## config.mk

```make
export PLATFORM = sky130hd
export DESIGN_NAME = complex_accumulator
export DESIGN_NICKNAME = d
export VERILOG_FILES = /design/src/rtl/complex_accumulator.sv
export SDC_FILE = /design/constraint.sdc
export NUM_CORES = 1
export LEC_CHECK = 0
export ABC_AREA = 0
export BUFFER_PORTS_ARGS = -buffer_cell sky130_fd_sc_hd__buf_2
export CORE_MARGIN = 3
export CORE_UTILIZATION = 44
export CTS_BUF_LIST = sky130_fd_sc_hd__clkbuf_16
export DETAILED_ROUTE_END_ITERATION = 8
export HOLD_SLACK_MARGIN = 0.15
export MAX_ROUTING_LAYER = met4
export PLACE_DENSITY = 0.75
export SETUP_SLACK_MARGIN = 0.5
export SYNTH_ARGS = -nofsm -noshare
export SYNTH_HDL_FRONTEND = slang
export SYNTH_SLANG_ARGS = --single-unit
```

## constraint.sdc

```tcl
create_clock -name clk -period 3.6 [get_ports clk]
set_input_delay 0.36 -clock clk [delete_from_list [all_inputs] [get_ports clk]]
set_output_delay 0.36 -clock clk [all_outputs]
set_load 0.005 [all_outputs]
```

## src/rtl/complex_accumulator.sv

```systemverilog
// Complex accumulator: sums ACC_LEN signed complex beats per frame and
// holds each finished frame in an output register under backpressure.
// Optional feature macro: CACC_SAT_EN. When it is defined, the narrowed result
// saturates and out_sat is driven. When it is undefined, the result wraps and
// out_sat is tied to 0.
module complex_accumulator #(
  parameter int unsigned IN_W    = 35,
  parameter int unsigned ACC_LEN = 16,
  parameter int unsigned OUT_W   = 36
) (
  input  logic                    clk,
  input  logic                    rst_n,
  input  logic                    clr,
  input  logic                    in_valid,
  output logic                    in_ready,
  input  logic signed [IN_W-1:0]  in_real,
  input  logic signed [IN_W-1:0]  in_imag,
  output logic                    out_valid,
  input  logic                    out_ready,
  output logic signed [OUT_W-1:0] out_real,
  output logic signed [OUT_W-1:0] out_imag,
  output logic                    out_sat
);

  localparam int unsigned CNT_W = $clog2(ACC_LEN);
  localparam int unsigned ACC_W = IN_W + CNT_W;
  localparam logic [CNT_W-1:0] LastCnt = CNT_W'(ACC_LEN - 1);

  logic signed [ACC_W-1:0] acc_r_q, acc_i_q;
  logic signed [ACC_W-1:0] sum_r, sum_i;
  logic [CNT_W-1:0]        count_q;
  logic                    ready_en_q;
  logic                    out_valid_q, out_sat_q;
  logic signed [OUT_W-1:0] out_real_q, out_imag_q;
  logic signed [OUT_W-1:0] res_r, res_i;
  logic                    res_sat;
  logic                    last, accept, pop;

  // Handshake decode; only the last beat of a frame waits on a full output.
  always_comb begin
    last     = (count_q == LastCnt);
    pop      = out_valid_q & out_ready;
    in_ready = ready_en_q & ~clr & ~(last & out_valid_q & ~out_ready);
    accept   = in_valid & in_ready;
    sum_r    = acc_r_q + ACC_W'(in_real);
    sum_i    = acc_i_q + ACC_W'(in_imag);
  end

  if (OUT_W >= ACC_W) begin : g_ext
    // Output is wide enough: plain sign extension, never clips.
    always_comb begin
      res_r   = OUT_W'(sum_r);
      res_i   = OUT_W'(sum_i);
      res_sat = 1'b0;
    end
  end else begin : g_narrow
`ifdef CACC_SAT_EN
    logic ovf_r, ovf_i;
    // Clip when the dropped high bits are not all copies of the sign bit.
    always_comb begin
      ovf_r   = (sum_r[ACC_W-1:OUT_W-1] != {(ACC_W-OUT_W+1){sum_r[ACC_W-1]}});
      ovf_i   = (sum_i[ACC_W-1:OUT_W-1] != {(ACC_W-OUT_W+1){sum_i[ACC_W-1]}});
      res_r   = ovf_r ? {sum_r[ACC_W-1], {(OUT_W-1){~sum_r[ACC_W-1]}}} : sum_r[OUT_W-1:0];
      res_i   = ovf_i ? {sum_i[ACC_W-1], {(OUT_W-1){~sum_i[ACC_W-1]}}} : sum_i[OUT_W-1:0];
      res_sat = ovf_r | ovf_i;
    end
`else
    // Keep the low bits: two's-complement wrap.
    always_comb begin
      res_r   = sum_r[OUT_W-1:0];
      res_i   = sum_i[OUT_W-1:0];
      res_sat = 1'b0;
    end
`endif
  end

  // Partial-sum accumulator and beat counter.
  always_ff @(posedge clk or negedge rst_n) begin
    if (!rst_n) begin
      acc_r_q    <= '0;
      acc_i_q    <= '0;
      count_q    <= '0;
      ready_en_q <= 1'b0;
    end else begin
      ready_en_q <= 1'b1;
      if (clr || (accept && last)) begin
        acc_r_q <= '0;
        acc_i_q <= '0;
        count_q <= '0;
      end else if (accept) begin
        acc_r_q <= sum_r;
        acc_i_q <= sum_i;
        count_q <= count_q + CNT_W'(1);
      end
    end
  end

  // Output register: loads on the last beat, frees on pop; load wins a same-cycle pop.
  always_ff @(posedge clk or negedge rst_n) begin
    if (!rst_n) begin
      out_valid_q <= 1'b0;
      out_real_q  <= '0;
      out_imag_q  <= '0;
      out_sat_q   <= 1'b0;
    end else if (accept && last) begin
      out_valid_q <= 1'b1;
      out_real_q  <= res_r;
      out_imag_q  <= res_i;
      out_sat_q   <= res_sat;
    end else if (pop) begin
      out_valid_q <= 1'b0;
    end
  end

  assign out_valid = out_valid_q;
  assign out_real  = out_real_q;
  assign out_imag  = out_imag_q;
  assign out_sat   = out_sat_q;

endmodule

```

==> flow_summary.ini, run 1 <==
[outcome]
run_status = complete, no violations

[timing]
clock-skew-final_ns = 0.00744
setup_viol = 0
slew_viol_final = 0
period_share_pct = 82.6
tightestPinTransition_ns = 0.908
rsz0062_at_grt = yes
slew_headroom_pct = 39.5
finalSetupTns_ns = 0
fin_crit_ns = 2.97
hold_viol = 0
max_freq_mhz = 336

[yosys]
ys_ff_latch = 150
synth_cell_types = 74
ys.warnings.count = 0
ys_seq_area_share_pct = 40.3
async_reset_ff_share_pct = 100
syn_avg_cell_area_um2 = 9.31
synth_edf_count = 0
ys.flop_type = dfrtp_1
syn-num-nets = 1147
postSynthCellCount = 999
synth_area_mm2 = 0.00930

[clocking]
clk-insertion-delay-late_ns = 0.42
cts-root-buf = clkbuf_16
numCtsBuffers = 17
clock_sinks = 150
cts_tree = done
clkTransAtPathRegs_ns = 0.06
clk_path_buf_depth = 2
htreeDepth = 4

[critical_path]
worstSetupEndpointType = register
worstSetupPathType = reg2reg
rrSetupSlack_ns = 0.63
timing.rr.start = acc_r_q[0]$_DFFE_PN0P_
cp.required_ns = 3.90
start_kind = register
crit_start = acc_r_q[0]$_DFFE_PN0P_
path_max_fanout = 3
worstPathArrival_ns = 3.28

[place]
dp.final_hpwl_mm = 17.0
place_area_mm2 = 0.0103
gp_congestion = 0.902
port_buffers = 148

[die]
io_pins = 150
coreArea_mm2 = 0.0205
initial_core_util_pct = 45.4
num_rows = 52
dieArea_mm2 = 0.0229
dieHeight_um = 151
die_w_um = 151

[worst_hold_path]
min_path_type = in2reg
worstHoldStart = clr

[layout]
multi_input_area_mm2 = 0.00533
drive_above_1_share_pct = 20.8
fin_area_mm2 = 0.0109
final_common_cell = nand2_1
seqCellArea_mm2 = 0.00375
diodes = 0
area_growth_pct = 17.5
fin_nets = 1279
final_cell_mix = 203 x nand2_1, 150 x dfrtp_1, 147 x buf_2
fillers = 1894

[detailed_routing]
wl_met3_mm = 1.05
drt-vias-per-instance = 5.47
drt_iter0_markers = 345
wl_mm = 23.4
wl_per_cell_um = 16.6
highest_layer = met4
drc = 0
wl_met2_mm = 10.6
dr.pass1.iters = 5
ant_nets = 0
wl_met1_mm = 11.4
vias = 7721

[global_routing]
gr-total-overflow = 0
grt_max_degree = 98
grt_use_total_pct = 21.3
grt_pass1_wl_mm = 38.0
grt_pass1_vias = 7674
antenna_found_initial = 0

[power_and_ir_drop]
clockPowerShare_pct = 37.3
pwr-share-seq_pct = 38.4
power_frac_comb_pct = 24.4
power_density_mw_per_mm2 = 435
switching_power_mw = 1.44
swShare_pct = 30.3
ir_drop_mv = 0.246
leakagePower_nw = 5.81
intPower_mw = 3.31

[job]
cap_viol_max_count = 0
-- flip-flops by register name (all words and copies together) (netlist names) --
register    count
acc_i_q        36
out_valid       1
out_imag       36
acc_r_q        36
ready_en_q      1
out_real       36
count_q         4
-- cells in the mapped netlist, types with 3 or more instances --
cell      count  area share, %
nand2_1     203            8.2
dfrtp_1     150             40
ha_1         71            9.5
a21oi_1      68            3.7
a22o_1       63            5.9
xnor2_1      49            4.6
nor2_1       40            1.6
clkbuf_1     36            1.5
o21ai_0      34            1.8
a21o_1       33            2.7
inv_1        20           0.81
xor2_1       20            1.9
o21ai_1      17           0.91
nand3_1      15           0.81
mux2_2       14            1.7
nand4_1      13           0.87
nor3_1       13           0.70
o21bai_1     13            1.0
a31oi_1       9           0.61
nand2b_1      8           0.54
or3_1         8           0.54
nor2b_1       6           0.40
a21oi_2       5           0.47
buf_1         5           0.20
o21a_1        5           0.40
and3_1        4           0.27
or2_1         4           0.27
a211oi_1      3           0.24
a211oi_2      3           0.40
a221o_1       3           0.32
and2_1        3           0.20
mux2i_1       3           0.32
or2_2         3           0.20
-- per-stage QoR --
step | power, mW | setup slack, ns | hold slack [ns] | utilization (%) | cells
CTS | 4.77 | 0.518 | 0.250 | 53.1 | 1410
detailed placement | 2.98 | 0.397 | 0.457 | 50.3 | 1379
finish | 4.75 | 0.626 | 0.268 | 53.3 | 1412
global placement | 2.97 | 0.437 | 0.453 | 50.3 | 1379
global route | 5.01 | 0.475 | 0.282 | 53.3 | 1412
floorplan | 2.70 | 0.733 | 0.0644 | - | 999
-- power by group through the flow --
stage	sequential [mW]	clock [mW]	combinational (mW)
detailed placement	1.85	0	1.13
floorplan	1.84	0	0.864
global route	1.83	1.89	1.29
finish	1.82	1.77	1.16
global placement	1.85	0	1.12
CTS	1.82	1.80	1.14
-- timing repair --
| item | 4_1_cts | 5_1_grt |
|---|---|---|
| hold endpoints to repair | 96 | 0 |
| gates resized for setup | 2 | 7 |
| setup endpoints to repair | 5 | 27 |
| buffers inserted | 0 | 2 |
| pin swaps | 1 | 5 |
| hold buffers | 1 | 0 |
-- routing by layer --
metal  vias to the layer above  track usage [%]
met1                      3700             29.1
met4                         0             6.21
met2                       164             32.3
li1                       3825                -
met3                        32             4.16
met5                         -                -
-- worst paths after layout --
| kind | endpoint | depth (start not counted) |
|---|---|---|
| worst min register to register | out_imag[22]$_DFFE_PN0P_ | 2 |
| worst max-delay path | out_real[32]$_DFFE_PN0P_ | 12 |
| worst min-delay path | count_q[2]$_DFFE_PN0P_ | 2 |
| max in group asynchronous | out_real[9]$_DFFE_PN0P_ | 3 |
| min in group asynchronous | out_imag[0]$_DFFE_PN0P_ | 2 |
| worst max register to register | out_real[32]$_DFFE_PN0P_ | 12 |
-- worst max-delay path, cell delays in order, from the launching register on --
cell and delay [ns]:
dfrtp_1 0.38, ha_1 0.22, fa_1 0.41, a21o_1 0.20, a211oi_2 0.26, o21ai_2 0.11, nand4_2 0.15, a2111oi_4 0.10
nor2_2 0.19, nor3_2 0.06, or3_1 0.35, xor2_1 0.16, mux2_2 0.26
-- kinds of logic after synthesis --
logic type | synth area share (%)
flip-flops | 40.3
multiplexers | 2.18
adder cells (fa/ha/maj) | 9.98
AND/OR/NAND/NOR | 15.8
buffers and inverters | 2.93
XOR/XNOR | 6.50
AO/OA/AOI/OAI | 22.2
other | 0.0807
-- layout make-up --
cell class	instances	share of cell area (%)
clock buffer	17	3.89
inverter	21	0.721
multi-input combinational	782	48.8
clock inverter	13	1.29
tap	270	3.09
sequential	150	34.3
timing repair buffer	159	7.84
Note: power is estimated with default switching activity, not from simulation.
==> inputs of run 2 (changes only) <==
==> constraint.sdc (replaced) <==
create_clock -name clk -period 2.9 [get_ports clk]
set_input_delay 0.29 -clock clk [delete_from_list [all_inputs] [get_ports clk]]
set_output_delay 0.29 -clock clk [all_outputs]
set_load 0.005 [all_outputs]
==> flow_summary.ini, run 2 (same netlist as run 1, synthesis figures left out) <==
[place]
place_area_mm2 = 0.0107
gp_congestion = 0.894
pre_cts_ws_ns = -0.0479
port_buffers = 148
dp.final_hpwl_mm = 17.4

[critical_path]
max_stage_delay_ns = 0.38
worstSetupEndpointType = register
cp.required_ns = 3.20
path_cells = ha_1 > a21o_1 > a21o_1 > a21o_1 > a31oi_1 > o21ai_1 > nor2_2 > nor3_2 > or3_1 > xor2_1 > mux2_4
path_max_fanout = 3
worstPathArrival_ns = 3.25
cpMaxStageDelayCell = dfrtp_1
path_common_cell = a21o_1
worstSetupPathType = reg2reg
start_kind = register

[global_routing]
grt_use_total_pct = 22.7
antenna_found_initial = 0
grt_max_degree = 69
grt_pass1_wl_mm = 40.7
grt_pass1_vias = 8281
gr-total-overflow = 0

[outcome]
run_status = finished with violations
violations = negative setup slack

[power_and_ir_drop]
power_frac_comb_pct = 31.8
total_power_mw = 6.57
leakagePower_nw = 6.56
clockPowerShare_pct = 33.4
switching_power_mw = 2.06
intPower_mw = 4.51
pwr-share-seq_pct = 34.8
swShare_pct = 31.4
power_density_mw_per_mm2 = 512
ir_drop_mv = 0.371

[detailed_routing]
wl_mm = 26.9
drc = 0
drt-vias-per-instance = 5.60
dr.pass1.iters = 5
ant_nets = 0
wl_per_cell_um = 18.0
vias = 8373
drt_iter0_markers = 466

[die]
die_w_um = 151
initial_core_util_pct = 45.4
dieArea_mm2 = 0.0229
dieHeight_um = 151
io_pins = 150
num_rows = 52
coreArea_mm2 = 0.0205

[clocking]
cts-root-buf = clkbuf_16
numCtsBuffers = 17
cts_tree = done
clk_path_buf_depth = 2
htreeDepth = 4
clkTransAtPathRegs_ns = 0.06
clock_sinks = 150
clk-insertion-delay-late_ns = 0.42

[layout]
drive_above_1_share_pct = 36.1
final_cell_mix = 201 x nand2_1, 149 x dfrtp_1, 147 x buf_2
seqCellArea_mm2 = 0.00375
fin_nets = 1362
multi_input_area_mm2 = 0.00649
final_common_cell = nand2_1
fillers = 1599
area_growth_pct = 37.9
fin_area_mm2 = 0.0128
diodes = 0

[timing]
tightestPinTransition_ns = 0.704
fin_crit_ns = 2.95
hold_viol = 0
slew_viol_final = 0
setup_viol = 1
rsz0062_at_grt = yes
period_share_pct = 102
clock-skew-final_ns = 0.0108
max_freq_mhz = 339
slew_headroom_pct = 51.8
hold_ws_ns = 0.211
finalWorstSetupSlack_ns = -0.0501
finalSetupTns_ns = -0.0501

[job]
cap_viol_max_count = 0

[worst_hold_path]
min_path_type = in2reg
run 2: power groups by stage:
stage | Sequential [mW] | Combinational [mW] | Clock (mW)
finish | 2.28 | 2.09 | 2.19
global route | 2.29 | 2.25 | 2.34
CTS | 2.28 | 1.78 | 2.23
detailed placement | 2.31 | 1.50 | 0
global placement | 2.30 | 1.47 | 0
floorplan | 2.29 | 1.13 | 0
run 2: per-stage QoR:
| stage | std cells | utilization [%] |
|---|---|---|
| 2_1_floorplan | 999 | - |
| 3_5_place_dp | 1393 | 52.0 |
| 6_report | 1496 | 62.6 |
| 4_1_cts | 1462 | 59.1 |
| 5_1_grt | 1496 | 62.6 |
| 3_3_place_gp | 1393 | 52.0 |
run 2: cell type report:
type | instances | area share [%]
Multi-Input combinational cell | 782 | 50.6
Sequential cell | 150 | 29.3
Timing Repair Buffer | 242 | 12.4
Clock buffer | 17 | 3.31
Tap cell | 270 | 2.63
Clock inverter | 14 | 1.12
Inverter | 21 | 0.614
run 2: worst max-delay path: cells and delay by family (launching register included):
family,cells,cell delay [ns]
DFF,1,0.38
xor gates and xnor gates,1,0.16
AOI/OAI and AO/OA,5,1.06
and+or+nand+nor,3,0.65
muxes,1,0.26
adders and majority gates,1,0.29
run 2: metal layers:
metal	vias up	track usage, %	share of wire, %
met3	70	3.80	5.6
li1	3976	-	-
met4	0	7.25	2.8
met2	248	37.6	49
met1	4079	28.5	42
met5	-	-	0
run 2: repair_timing:
| item | CTS | global route |
|---|---|---|
| resized for setup | 102 | 85 |
| setup endpoints to repair | 78 | 99 |
| gates cloned | 0 | 0 |
| hold buffers | 1 | 0 |
| setup buffers | 37 | 34 |
| endpoints found under the hold margin | 65 | 0 |
| pin swaps | 78 | 72 |
run 2: worst paths after layout:
check	start	end	slack [ns]	cells after the start
min reg2reg	out_imag[19]$_DFFE_PN0P_	out_imag[19]$_DFFE_PN0P_	0.47	2
max reg2reg	acc_r_q[19]$_DFFE_PN0P_	out_real[32]$_DFFE_PN0P_	-0.05	11
min	clr	count_q[2]$_DFFE_PN0P_	0.21	2
max in group asynchronous	rst_n	acc_r_q[4]$_DFFE_PN0P_	1.61	3
max	acc_r_q[19]$_DFFE_PN0P_	out_real[32]$_DFFE_PN0P_	-0.05	11
min in group asynchronous	rst_n	out_imag[11]$_DFFE_PN0P_	0.45	2
==> inputs of run 3 (changes only) <==
--- a/config.mk
+++ b/config.mk
@@ -7,6 +7,7 @@
 export LEC_CHECK = 0
 export ABC_AREA = 0
 export BUFFER_PORTS_ARGS = -buffer_cell sky130_fd_sc_hd__buf_2
+export CORE_ASPECT_RATIO = 1.2
 export CORE_MARGIN = 3
 export CORE_UTILIZATION = 44
 export CTS_BUF_LIST = sky130_fd_sc_hd__clkbuf_16
==> flow_summary.ini, run 3 (same netlist as run 1, synthesis figures left out) <==
[global_routing]
antenna_found_initial = 0
grt_pass1_wl_mm = 41.6
grt_pass1_vias = 8406
gr-total-overflow = 0
grt_use_total_pct = 22.8
grt_max_degree = 80

[worst_hold_path]
min_path_type = in2reg
min_path_cells = 3

[layout]
fin_nets = 1347
drive_above_1_share_pct = 34.8
fillers = 1684
final_cell_mix = 202 x nand2_1, 149 x dfrtp_1, 147 x buf_2
final_common_cell = nand2_1
diodes = 0
fin_area_mm2 = 0.0125
area_growth_pct = 34.9

[timing]
hold_ws_ns = 0.205
tightestPinTransition_ns = 0.757
slew_headroom_pct = 48.3
setup_viol = 0
finalWorstSetupSlack_ns = 0.00717
fin_crit_ns = 2.89
max_freq_mhz = 346
finalSetupTns_ns = 0
hold_viol = 0
slew_viol_final = 0
clock-skew-final_ns = 0.0102
rsz0062_at_grt = yes
period_share_pct = 99.8

[critical_path]
cp.required_ns = 3.20
cp.depth = 11
path_max_fanout = 3
path_buf_inv = 0
path_common_cell = a21o_1
worstSetupPathType = reg2reg
worstRegToRegCells = 11
max_stage_delay_ns = 0.39
cpMaxStageDelayCell = dfrtp_1
cp_top_family = compound AO/OA/AOI/OAI gates
worstSetupEndpointType = register
worstPathArrival_ns = 3.20
start_kind = register
path_cells = ha_1 > a21o_1 > a21o_1 > a21o_1 > a31oi_1 > o21ai_1 > nor2_2 > nor3_2 > or3_1 > xor2_1 > mux2_4

[power_and_ir_drop]
clockPowerShare_pct = 33.2
pwr-share-seq_pct = 35.7
ir_drop_mv = 0.390
power_frac_comb_pct = 31.1
intPower_mw = 4.36
switching_power_mw = 2.03
power_density_mw_per_mm2 = 509
leakagePower_nw = 6.44
swShare_pct = 31.7

[die]
io_pins = 150
initial_core_util_pct = 45.3
coreArea_mm2 = 0.0205
num_rows = 57
die_w_um = 139
dieHeight_um = 165
dieArea_mm2 = 0.0229

[clocking]
clk_path_buf_depth = 2
cts-root-buf = clkbuf_16
clk-insertion-delay-late_ns = 0.42
cts_tree = done
numCtsBuffers = 17
htreeDepth = 4
clkTransAtPathRegs_ns = 0.06
clock_sinks = 150

[detailed_routing]
vias = 8286
wl_mm = 26.5
drt_iter0_markers = 337
dr.pass1.iters = 5
wl_per_cell_um = 18.0
ant_nets = 0
drc = 0
drt-vias-per-instance = 5.62

[job]
cap_viol_max_count = 0

[outcome]
run_status = complete, no violations

[place]
pre_cts_ws_ns = -0.0388
port_buffers = 148
gp_congestion = 0.889
dp.final_hpwl_mm = 17.8
place_area_mm2 = 0.0107
run 3: cell types whose count changed in the layout (fill, tap and decap cells not counted), sizes merged:
cell,before,now
buf,241,226
clkinvlp,3,2
inv,22,21
bufinv,3,2
clkinv,7,8
run 3: cell type report:
cell class | count | area [um2] | area share (%)
inverters | 21 | 78.8 | 0.628
well taps | 265 | 332 | 2.64
flip-flops and latches | 150 | 3750 | 29.9
clock buffers | 17 | 425 | 3.39
multi-input cells | 782 | 6400 | 51.0
repair buffers | 227 | 1450 | 11.5
clock inverters | 12 | 116 | 0.927
run 3: timing repair:
| item | in CTS | in global routing |
|---|---|---|
| hold buffers | 1 | 0 |
| endpoints found under the hold margin | 76 | 0 |
| endpoints found under the setup margin | 81 | 99 |
| pin swaps | 83 | 86 |
| buffers inserted | 27 | 24 |
| resized for setup | 73 | 83 |
run 3: path summary, 6_finish.rpt:
kind | from | slack (ns) | to
worst max-delay path | acc_r_q[19]$_DFFE_PN0P_ | 0.007 | out_real[32]$_DFFE_PN0P_
worst min-delay path | out_ready | 0.20 | out_valid$_DFFE_PN0P_
worst max register to register | acc_r_q[19]$_DFFE_PN0P_ | 0.007 | out_real[32]$_DFFE_PN0P_
worst min register to register | out_imag[18]$_DFFE_PN0P_ | 0.47 | out_imag[18]$_DFFE_PN0P_
max in group asynchronous | rst_n | 1.62 | out_imag[1]$_DFFE_PN0P_
min in group asynchronous | rst_n | 0.47 | out_real[11]$_DFFE_PN0P_
run 3: layer usage:
metal / wire [um] / track usage (%)
met5: 0 / -
met4: 461 / 6.49
met2: 13800 / 40.7
met1: 11000 / 27.0
met3: 1250 / 3.63
run 3: worst reg2reg max path: cells and delay by family, from the launching register on:
family / cells / cell delay, ns
multiplexers: 1 / 0.27
adder cells (fa/ha/maj): 1 / 0.30
flip-flops: 1 / 0.39
AO/OA/AOI/OAI: 5 / 1.01
XOR/XNOR: 1 / 0.17
AND/OR/NAND/NOR: 3 / 0.63
run 3: power by group through the flow:
stage,clock network [mW],registers [mW],logic (mW)
3_5_place_dp,0,2.31,1.51
6_report,2.12,2.28,1.99
3_3_place_gp,0,2.30,1.49
5_1_grt,2.24,2.30,2.16
2_1_floorplan,0,2.29,1.13
4_1_cts,2.15,2.28,1.70
run 3: through the flow:
stage               total power, mW  cells  utilization [%]
global route                   6.70   1474             61.1
finish                         6.39   1474             61.1
CTS                            6.13   1450             57.8
global placement               3.79   1393             52.0
detailed placement             3.81   1393             52.0
floorplan                      3.42    999                -
